**config.mk**
```make
export PLATFORM = sky130hd
export DESIGN_NAME = miner_job_ctrl
export DESIGN_NICKNAME = d
export VERILOG_FILES = /design/src/rtl/miner_job_ctrl.sv
export SDC_FILE = /design/constraint.sdc
export NUM_CORES = 1
export LEC_CHECK = 0
export CAP_MARGIN = 10
export CORE_AREA = 2 2 352 354
export DETAILED_ROUTE_END_ITERATION = 12
export DIE_AREA = 0 0 354 356
export PLACE_DENSITY = 0.47
export SLEW_MARGIN = 20
export SYNTH_ARGS = -nofsm -noshare
export SYNTH_HDL_FRONTEND = slang
export SYNTH_SLANG_ARGS = --single-unit
```
**constraint.sdc**
```tcl
create_clock -name hash_clk -period 3.7 [get_ports hash_clk]
set_input_delay 0.74 -clock hash_clk [delete_from_list [all_inputs] [get_ports hash_clk]]
set_output_delay 0.74 -clock hash_clk [all_outputs]
set_load 0.01 [all_outputs]
```
**src/rtl/miner_job_ctrl.sv**
```systemverilog
// Job controller for a hashing miner core: accepts a job, starts the miner,
// tracks the nonce sweep, and reports FOUND / EXHAUSTED / ABORTED / BADJOB.
module miner_job_ctrl #(
  parameter int unsigned LOOP_LOG2   = 5,
  parameter int unsigned TAIL_CYCLES = 8
) (
  input  logic         hash_clk,
  input  logic         reset_n,
  input  logic         job_valid,
  output logic         job_ready,
  input  logic [255:0] job_midstate,
  input  logic [95:0]  job_data,
  input  logic [31:0]  job_nonce_min,
  input  logic [31:0]  job_nonce_max,
  input  logic         abort,
  output logic [255:0] miner_midstate,
  output logic [95:0]  miner_work_data,
  output logic [31:0]  miner_nonce_min,
  output logic [31:0]  miner_nonce_max,
  output logic         miner_reset,
  input  logic [31:0]  miner_golden_nonce,
  input  logic         miner_new_golden,
  output logic         res_valid,
  input  logic         res_ready,
  output logic [31:0]  res_nonce,
  output logic [1:0]   res_status,
  output logic         busy
);

  localparam int unsigned PW = (LOOP_LOG2 == 0) ? 1 : LOOP_LOG2;
  localparam logic [PW-1:0] PHASE_LAST = PW'((1 << LOOP_LOG2) - 1);
  localparam logic [31:0]   DRAIN_INIT = 32'(2 * (1 << LOOP_LOG2) + TAIL_CYCLES);

  localparam logic [1:0] ST_FOUND     = 2'b00;
  localparam logic [1:0] ST_EXHAUSTED = 2'b01;
  localparam logic [1:0] ST_ABORTED   = 2'b10;
  localparam logic [1:0] ST_BADJOB    = 2'b11;

  typedef enum logic [2:0] {IDLE, LOAD, START, RUN, DRAIN, REPORT} state_t;

  state_t        r_state;
  logic [255:0]  r_midstate;
  logic [95:0]   r_data;
  logic [31:0]   r_min;
  logic [31:0]   r_max;
  logic          r_mreset;
  logic [31:0]   r_tracker;
  logic [PW-1:0] r_phase;
  logic [31:0]   r_drain;
  logic [1:0]    r_hold;
  logic [31:0]   r_res_nonce;
  logic [1:0]    r_res_status;

  logic w_golden_ok;
  logic w_phase_last;

  // Golden results are honoured only after the RUN holdoff, and only in range.
  always_comb begin
    w_golden_ok = miner_new_golden
               && ((r_state == RUN && r_hold == 2'd0) || r_state == DRAIN)
               && (miner_golden_nonce >= r_min)
               && (miner_golden_nonce <= r_max);
    w_phase_last = (r_phase == PHASE_LAST);
  end

  always_ff @(posedge hash_clk or negedge reset_n) begin
    if (!reset_n) begin
      r_state      <= IDLE;
      r_midstate   <= '0;
      r_data       <= '0;
      r_min        <= '0;
      r_max        <= '0;
      r_mreset     <= 1'b0;
      r_tracker    <= '0;
      r_phase      <= '0;
      r_drain      <= '0;
      r_hold       <= '0;
      r_res_nonce  <= '0;
      r_res_status <= '0;
    end else begin
      r_mreset <= 1'b0;
      case (r_state)
        IDLE: begin
          if (job_valid) begin
            r_midstate <= job_midstate;
            r_data     <= job_data;
            r_min      <= job_nonce_min;
            r_max      <= job_nonce_max;
            r_tracker  <= job_nonce_min;
            r_phase    <= '0;
            r_drain    <= '0;
            r_hold     <= '0;
            if (job_nonce_max < job_nonce_min) begin
              r_state      <= REPORT;
              r_res_status <= ST_BADJOB;
              r_res_nonce  <= job_nonce_min;
            end else begin
              r_state <= LOAD;
            end
          end
        end
        LOAD: begin
          if (abort) begin
            r_state      <= REPORT;
            r_res_status <= ST_ABORTED;
            r_res_nonce  <= r_tracker;
          end else begin
            r_state  <= START;
            r_mreset <= 1'b1;
          end
        end
        START: begin
          if (abort) begin
            r_state      <= REPORT;
            r_res_status <= ST_ABORTED;
            r_res_nonce  <= r_tracker;
          end else begin
            r_state <= RUN;
            r_phase <= '0;
            r_hold  <= 2'd2;
          end
        end
        RUN: begin
          if (abort) begin
            r_state      <= REPORT;
            r_res_status <= ST_ABORTED;
            r_res_nonce  <= r_tracker;
          end else if (w_golden_ok) begin
            r_state      <= REPORT;
            r_res_status <= ST_FOUND;
            r_res_nonce  <= miner_golden_nonce;
          end else begin
            if (r_hold != 2'd0) r_hold <= r_hold - 2'd1;
            if (w_phase_last) begin
              r_phase <= '0;
              // Stop on the last nonce instead of incrementing, so max=0xFFFFFFFF never wraps.
              if (r_tracker == r_max) begin
                r_state <= DRAIN;
                r_drain <= DRAIN_INIT;
              end else begin
                r_tracker <= r_tracker + 32'd1;
              end
            end else begin
              r_phase <= r_phase + PW'(1);
            end
          end
        end
        DRAIN: begin
          if (abort) begin
            r_state      <= REPORT;
            r_res_status <= ST_ABORTED;
            r_res_nonce  <= r_tracker;
          end else if (w_golden_ok) begin
            r_state      <= REPORT;
            r_res_status <= ST_FOUND;
            r_res_nonce  <= miner_golden_nonce;
          end else begin
            r_drain <= r_drain - 32'd1;
            if (r_drain == 32'd1) begin
              r_state      <= REPORT;
              r_res_status <= ST_EXHAUSTED;
              r_res_nonce  <= r_max;
            end
          end
        end
        REPORT: begin
          if (res_ready) r_state <= IDLE;
        end
        default: r_state <= IDLE;
      endcase
    end
  end

  assign job_ready       = (r_state == IDLE);
  assign busy            = (r_state != IDLE);
  assign res_valid       = (r_state == REPORT);
  assign res_nonce       = r_res_nonce;
  assign res_status      = r_res_status;
  assign miner_midstate  = r_midstate;
  assign miner_work_data = r_data;
  assign miner_nonce_min = r_min;
  assign miner_nonce_max = r_max;
  assign miner_reset     = r_mreset;

endmodule

```
Word level (Yosys, flattened, before mapping)
Cells that the tools add are included.
- $add $sub $neg: 4
- shift operators: 0
- equal/unequal tests: 25
- $lt $le $gt $ge: 3
- div/mod/pow operators: 0
- multiply operators: 0
- reductions and logical operators: 21
- bitwise logic cells: 0
- multiplexer cells: 59
- operator list (cell ; count):
    2-to-1 mux 32 bit ; 20
    case mux 32 bit (4 select lines) ; 1
    case mux 32 bit (3 select lines) ; 1
    case mux 32 bit (2 select lines) ; 1
    2-to-1 mux 3 bit ; 12
    adder 32 x 1 -> 32 bit (second input constant) ; 1
    == test 32 x 1 -> 1 bit (second input constant) ; 1
    == test 32 bit ; 1
    greater-or-equal comparator 32 bit ; 1
    <= comparator 32 bit ; 1
    less-than comparator 32 bit ; 1
    subtractor 32 x 1 -> 32 bit (second input constant) ; 1
    2-to-1 mux 2 bit ; 13
    2-to-1 mux 5 bit ; 5
    case mux 3 bit (6 select lines) ; 1
    AND reduction 6 bit ; 3
    != test 2 bit (second input constant) ; 8
    case mux 5 bit (3 select lines) ; 1
    != test 2 x 1 -> 1 bit (second input constant) ; 5
    AND reduction 5 bit ; 2
    nonzero test 3 bit ; 3
    != test 4 x 3 -> 1 bit (second input constant) ; 2
    case mux 2 bit (4 select lines) ; 1
    AND reduction 8 bit ; 1
    other kinds (18) ; 25
- bits in registers: 525
- latch bits: 0
- logic and storage cells: 124
- input port bits: 454
- ROM bits: 0
- bits in writable memories: 0
- memories: 0

Depth between registers and ports, before layout
Gate-level depths: netlist of the first run.
- word-level depth: 9
- gate-level depth with buffers: 14
- gate-level depth less buffers: 11

Worst setup path after synthesis of the first run
Ideal clock, no wire load.
- kind: in2reg
- from: input port miner_golden_nonce[0]
- to: register r_res_nonce[3], in the netlist res_nonce[3]
- path slack: 0.413 ns
- data required time: 3.575 ns
- stages on the path: 12
- arrival: 3.162 ns
- cell sequence: inv_1 -> ha_1 -> nand4_1 -> nor4_2 -> and2_1 -> o311ai_1 -> a21o_1 -> or2_1 -> buf_6 -> or4_1 -> a31o_1 -> mux2_2
- word-level cells in the longest chain between the ends: 6
- RTL lines (what ; line ; text):
    start: declaration ; 21 ; input logic [31:0] miner_golden_nonce,
    greater-or-equal comparator 32 bit ; 61 ; && (miner_golden_nonce >= r_min)
    logical AND 1 bit ; 61 ;
    logical AND 1 bit * ; 62 ; && (miner_golden_nonce <= r_max);
    2-to-1 mux 32 bit ; 153 ; end else if (w_golden_ok) begin
    2-to-1 mux 32 bit ; 149 ; if (abort) begin
    case mux 32 bit (4 select lines) ; 82 ; case (r_state)
    end signal: assignment ; 152 ; r_res_nonce <= r_tracker;
    end signal: assignment ; 156 ; r_res_nonce <= miner_golden_nonce;
    end signal: assignment ; 162 ; r_res_nonce <= r_max;
    end: declaration ; 51 ; logic [31:0] r_res_nonce;
Mark *: on every way between the ends. The rest lies on a longest branch, timed or not.
A chain may end at the register's enable or synchronous reset.

Worst setup path after layout of the first run
- from: input port miner_golden_nonce[30]
- to: register r_res_nonce[19], in the netlist res_nonce[19]
The elaborated chain is that of the path after synthesis.

==> results of run 1 <==
[synth_stat cells (8+ instances only)]
cell      count
or3_1        10
nor2_1      100
o31ai_1      13
o22ai_1      17
a22oi_1      38
buf_2        12
buf_1         8
inv_1       153
nand2_1    1213
mux2_2       17
nand4_1      18
o32ai_1      15
o21ai_0     210
clkbuf_1    159
nor3_1       81
mux2i_1      33
nand3_1      34
xor2_1       32
dfrtp_1     525
a21oi_1     166
nor4_1       14
and4_1        8
ha_1        101
a21o_1       13
[cell families after synthesis]
family,count (synthesis)
AND/OR/NAND/NOR,1523
buffers and inverters,335
adder cells (fa/ha/maj),101
flip-flops,525
XOR/XNOR,33
AO/OA/AOI/OAI,535
multiplexers,50
[critical path, stage by stage]
cell and delay (ns):
clkdlybuf4s50_1 0.53, ha_1 0.36, nand4_1 0.25, buf_4 0.24, a21oi_1 0.22, a2111oi_1 0.10, buf_4 0.16, and3_1 0.19
or3_4 0.44, buf_12 0.17, nor3_1 0.21, o32ai_1 0.12, mux2_2 0.28
[cell type report]
cell class              count  area [um2]  area share, %
inverters                 153         574           1.40
flip-flops and latches    525       13100           32.0
clock buffers             105        2070           5.03
multi-input cells        2242       11500           28.0
clock inverters            23         332          0.807
repair buffers           1157       11400           27.8
well taps                1637        2050           4.98
diodes                      4        10.0         0.0244
[stage by stage]
step,setup slack (ns),hold slack (ns)
6_report,0.186,0.151
5_1_grt,0.0542,0.166
4_1_cts,0.0701,0.138
3_5_place_dp,-0.595,0.461
3_3_place_gp,-0.572,0.456
2_1_floorplan,0.413,0.438
[state kept, by name, summed over array words and instances, names as in the netlist]
name             flops
r_phase              5
miner_midstate     256
res_status           2
res_nonce           32
miner_nonce_min     32
miner_nonce_max     32
r_state              3
miner_reset          1
r_tracker           32
miner_work_data     96
r_drain             32
r_hold               2
[worst paths after layout]
check                                       start                  end  slack, ns  depth (start not counted)
max in group asynchronous                 reset_n   miner_midstate[28]       2.65                          2
max reg2reg                   miner_nonce_max[31]        res_nonce[19]       0.26                         12
max                        miner_golden_nonce[30]        res_nonce[19]       0.19                         13
min                                       reset_n        res_status[1]       0.15                          1
min in group hash_clk         miner_midstate[173]  miner_midstate[173]       0.47                          2
min reg2reg                   miner_midstate[173]  miner_midstate[173]       0.47                          2
[power groups by stage]
stage          registers (uW)  clock network (uW)  logic, uW
2_1_floorplan           11000                   0       7200
3_3_place_gp            10300                   0      18300
3_5_place_dp            10400                   0      18400
4_1_cts                 10300                7370      18500
5_1_grt                 10700                7600      19900
6_report                10400                7140      18200
[metal layers]
| metal | GRT usage, % | up-vias |
|---|---|---|
| met5 | 0 | - |
| met4 | 4.64 | 40 |
| met3 | 6.14 | 167 |
| met2 | 33.5 | 917 |
| met1 | 24.8 | 12500 |
| li1 | - | 12300 |
==> out/results.txt, run 1 <==
Most common cell after layout, fill and taps aside = nand2_1
Initial Util = 21.1%
Final nets = 4,706
CTS clock-pin slew for the worst setup and hold paths = 0.06 ns
Ports = 908
Sw power = 14,800 uW
First-pass GRT wire length = 185,000 um
Post-synth top area cell = dfrtp_1
Sw frac = 41.3%
Final Instance Area = 41,100 um2
Sequential share of power = 29.0%
Syn_nets = 3,657
Post-synthesis compound-gate area fraction = 12.2%
Tightest Pin Transition = 0.928 ns
Rel. slew slack = 37.3%
Post-synth EDFFs = 0
Routed Antenna Nets = 0
CP Data Required Time = 4.21 ns
Power Internal = 21,000 uW
Synth top area cells = dfrtp_1 51%, nand2_1 18%, ha_1 4.9%
Vias/cell = 4.45
Hold buffers post-CTS = 0
Arrival @ worst endpoint = 4.02 ns
Number of antenna violations at the first check in global routing = 34
Die Span Y = 356 um
Slew Limit Fails = 0
Die Wd = 354 um
CTS tree = yes
Adder-cell share of the synthesized area = 4.89%
FMAX = 285 MHz
Post-synthesis mux area share = 2.02%
Number of setup violations in the final report = 0
Placeable Area = 123,000 um2
Main combinational cell family by area after synthesis = simple AND/OR/NAND/NOR gates
# H-tree levels = 3
Resized Gates After CTS = 0
Post-Syn Area = 25,800 um2
Max_cap viols = 0
Clk pwr share = 20.0%
Async SR Flop Fraction = 100%
Type of destination of the critical path = flop
WL/cell = 22.2 um
Worst IR drop on VDD = 0.000405 V
Die ar. = 126,000 um2
Final Hold Vio Count = 0
Met2 wire length = 63,000 um
Simple-Gate Fraction of Synth Area = 23.9%
Seq/Total Area, Yosys = 50.8%
Power, Total = 35,700 uW
Rows = 129
Leak Pwr = 0.0192 uW
Avg Inst Size Synth = 8.33 um2
Final WL = 130,000 um
Number of global-route vias before repair = 25,600
Mapped Cells = 3,102
Fin cells = 5,846
Seq cells post-synth = 525
Worst setup SP type = primary input
Pwr dens = 870 nW/um2
Top_reg_cell synth = dfrtp_1
Clk buf depth = 3
Share of layout cells above drive strength 1 = 9.73%
WL met3 = 10,700 um
Number of library cell types mapped by synthesis = 71
Grt total ovfl = 0
Critical path class = in -> reg
Inst Count DP = 5,714
CP Max Fanout = 15
M1 WL = 53,100 um
Post-layout util = 33.5%
Top-area cell type share of the netlist area = 50.8%
Via count = 26,000
Comb power frac = 51.0%
Post-CTS setup repair buffer count = 0
HP Class = in -> async
Residual DRC count = 0
DRT iter0 DRCs = 1,980
P&R area growth vs syn = 59.1%
Most frequent cells in the layout = 1,211 x nand2_1, 906 x clkdlybuf4s50_1, 523 x dfrtp_1
Fin crit period = 3.51 ns
Largest net degree at the start of global routing = 78
Latest clock arrival within the worst-skew pair = 0.66 ns
Drt pass-1 iters = 5
Clock skew = 0.0695 ns
RSZ-0062 raised after global routing = false
Dpl cell area = 38,600 um2
Setup Total Neg Slack = 0 ns
Gr usage total = 19.9%
PortBufs = 907
Synth Area in XOR/XNOR = 1.12%
GPL Wtd Cong = 0.863
Fillers = 13,000
Syn. warnings = 0
Final HPWL DP = 101,000 um
# clock sinks = 525
Status = completed
Top layer in use = met5
Part of the cycle the worst path needs = 95.0%
TritonCTS Buffers = 72
Clock root cell = clkbuf_16
No activity file was read; power rests on OpenSTA's default activity.
==> run 2: changes to the inputs <==
- ABC_AREA: default -> 1
- CORE_AREA: 2 2 352 354 -> 2 2 353 355
- DIE_AREA: 0 0 354 356 -> 0 0 355 357
- RECOVER_POWER: default -> 50
==> out/results.txt, run 2 <==
Status = complete, but fails checks
Violated checks = capacitance limit, slew limit
Sw frac = 41.1% (-0.14 points)
Vias/cell = 4.33 (-2.6%)
Worst setup SP type = flop
Clock root cell = clkbuf_16
Max_cap viols = 1 (+1)
Syn_nets = 3,205 (-12%)
Type of destination of the critical path = primary output
Share of layout cells above drive strength 1 = 15.7% (+5.9 points)
Residual DRC count = 0 (unchanged)
Number of antenna violations at the first check in global routing = 32 (-5.9%)
Tightest Pin Transition = 2.03 ns (+1.10 ns)
PortBufs = 907 (unchanged)
Critical path class = reg -> out
# H-tree levels = 3 (unchanged)
P&R area growth vs syn = 52.3%
Die Wd = 355 um (+0.28%)
Clk buf depth = 3 (unchanged)
CTS clock-pin slew for the worst setup and hold paths = 0.06 ns (about the same)
Power Internal = 21,700 uW (+3.2%)
Post-CTS setup repair buffer count = 0 (unchanged)
Sequential share of power = 29.3% (+0.3 points)
FMAX = 298 MHz (+4.8%)
Rows = 129 (unchanged)
WL/cell = 23.1 um (+4.2%)
Rel. slew slack = -35.4% (-73 points)
CP Max Fanout = 6 (-9)
Dominant cell by count in the synthesized netlist = nand2_1
Gr usage total = 18.6% (-1.3 points)
Mapped Cells = 2,650 (-15%)
Power, Total = 36,800 uW (+3.0%)
Comb power frac = 52.2% (+1.2 points)
Routed Antenna Nets = 0 (unchanged)
Setup WS pre-CTS = -0.130 ns (+0.465 ns)
Number of setup violations in the final report = 0 (unchanged)
Avg Inst Size Synth = 9.83 um2 (+18%)
CTS tree = yes
Pwr dens = 928 nW/um2 (+6.8%)
Worst IR drop on VDD = 0.000489 V (+21%)
Final Hold Vio Count = 0 (unchanged)
Final HPWL DP = 96,500 um (-4.0%)
GPL Wtd Cong = 0.871 (+0.89%)
Top-area cell type share of the netlist area = 50.5% (-0.39 points)
Final WL = 122,000 um (-5.9%)
DRT iter0 DRCs = 1,383 (-30%)
RSZ-0062 raised after global routing = false
Most common cell after layout, fill and taps aside = nand2_1
Grt total ovfl = 0 (unchanged)
Top_reg_cell synth = dfrtp_1
Post-synth top area cell = dfrtp_1
Slew Limit Fails = 59 (+59)
Arrival @ worst endpoint = 2.61 ns (-1.41 ns)
Hold buffers post-CTS = 0 (unchanged)
Seq/Total Area, Yosys = 50.5% (-0.39 points)
Die Span Y = 357 um (+0.28%)
Most frequent cells in the layout = 775 x nand2_1, 762 x clkdlybuf4s50_1, 525 x dfrtp_1
Sw power = 15,100 uW (+2.6%)
Post-Syn Area = 26,000 um2 (+0.77%)
Fin crit period = 3.35 ns (-0.162 ns)
Initial Util = 21.2% (+0.11 points)
Async SR Flop Fraction = 100% (unchanged)
Placeable Area = 123,000 um2 (+0.26%)
# clock sinks = 525 (unchanged)
HP Class = reg -> reg
Synth top area cells = dfrtp_1 50%, mux2_2 15%, nand2_1 11%
Part of the cycle the worst path needs = 90.6% (-4.4 points)
Clk pwr share = 18.5% (-1.5 points)
Die ar. = 127,000 um2 (+0.56%)
Number of global-route vias before repair = 22,900 (-10%)
Largest net degree at the start of global routing = 85 (+9.0%)
Seq cells post-synth = 525 (unchanged)
Resized Gates After CTS = 0 (unchanged)
TritonCTS Buffers = 70 (-2.8%)
Latest clock arrival within the worst-skew pair = 0.64 ns (-0.02 ns)
Top cells by instance count after synthesis = 776 x nand2_1, 525 x dfrtp_1, 352 x mux2_2
Ports = 908 (unchanged)
First-pass GRT wire length = 171,000 um (-7.2%)
Via count = 22,900 (-12%)
Drt pass-1 iters = 5 (unchanged)
CP Data Required Time = 2.96 ns (-1.25 ns)
Number of flip-flops in the largest register = 256 (unchanged)
Final nets = 4,142 (-12%)
Dpl cell area = 37,500 um2 (-2.9%)
Post-synth EDFFs = 0 (unchanged)
Worst hold slack = 0.478 ns (+0.327 ns)
Final Instance Area = 39,700 um2 (-3.5%)
Leak Pwr = 0.0174 uW (-9.5%)
Worst Slack Setup Final = 0.348 ns (+0.162 ns)
Clock skew = 0.0423 ns (-0.0272 ns)
Number of library cell types mapped by synthesis = 44 (-38%)
Syn. warnings = 0 (unchanged)
Setup Total Neg Slack = 0 ns (unchanged)
## run 2: cell count changes in the layout (fill, tap and decap cells not counted), sizes merged, moves of 44 or more
cell | before | now
mux2 | 17 | 352
dlygate4sd3 | 0 | 143
inv | 154 | 198
clkdlybuf4s50 | 906 | 762
buf | 251 | 62
a21oi | 167 | 53
nand2 | 1213 | 781
o21ai | 211 | 159
nor3 | 84 | 22
## run 2: power by group through the flow
stage	Sequential [uW]	Clock [uW]	Combinational [uW]
after CTS	10800	7080	19900
after detailed placement	10900	0	19800
after global placement	10800	0	19800
after global routing	11100	7310	20800
final	10800	6820	19200
after floorplan	11500	0	8500
## run 2: final timing paths
kind / slack, ns / end / depth (start not counted) / from
setup / recovery: 0.35 / busy / 5 / r_state[0]
hold / removal: 0.48 / res_nonce[17] / 2 / res_nonce[17]
setup reg to reg: 0.36 / miner_midstate[187] / 8 / r_state[0]
hold reg to reg: 0.48 / res_nonce[17] / 2 / res_nonce[17]
max in group asynchronous: 0.66 / miner_midstate[250] / 2 / reset_n
min in group asynchronous: 0.64 / miner_nonce_min[26] / 1 / reset_n
## run 2: area by class of cell
type	count	area [um2]
Fill cell	12900	83300
Sequential cell	525	13100
Multi-Input combinational cell	1815	11700
Timing Repair Buffer	980	9840
Tap cell	1637	2050
Clock buffer	108	2030
Inverter	195	732
Clock inverter	16	206
Antenna cell	4	10.0
## run 2: layer usage
| metal | up-vias | wire [um] | GRT usage, % |
|---|---|---|---|
| met4 | 42 | 3040 | 4.66 |
| li1 | 10700 | - | - |
| met5 | - | 264 | 0 |
| met3 | 172 | 9320 | 6.13 |
| met2 | 700 | 61100 | 32.3 |
| met1 | 11200 | 48200 | 22.0 |
## run 2: worst max-delay path, stage by stage, from the launching register on
cell	delay (ns)
dfrtp_1	0.42
nor2_1	0.11
inv_1	0.14
nor2_1	0.38
inv_1	0.29
clkdlybuf4s50_1	0.63
## run 2: stage by stage
stage / utilization [%] / cells
after CTS: 32.3 / 5276
after detailed placement: 30.5 / 5152
after floorplan: - / 2650
final: 32.2 / 5280
after global placement: 30.5 / 5152
after global routing: 32.2 / 5277
## run 2: cell families after synthesis
family / share of synthesized area [%]
mux: 15.2
flops: 50.5
xor+xnor: 1.78
fa+ha+maj: 4.85
simple gates: 16.1
compound gates: 6.74
buf+inv: 4.87
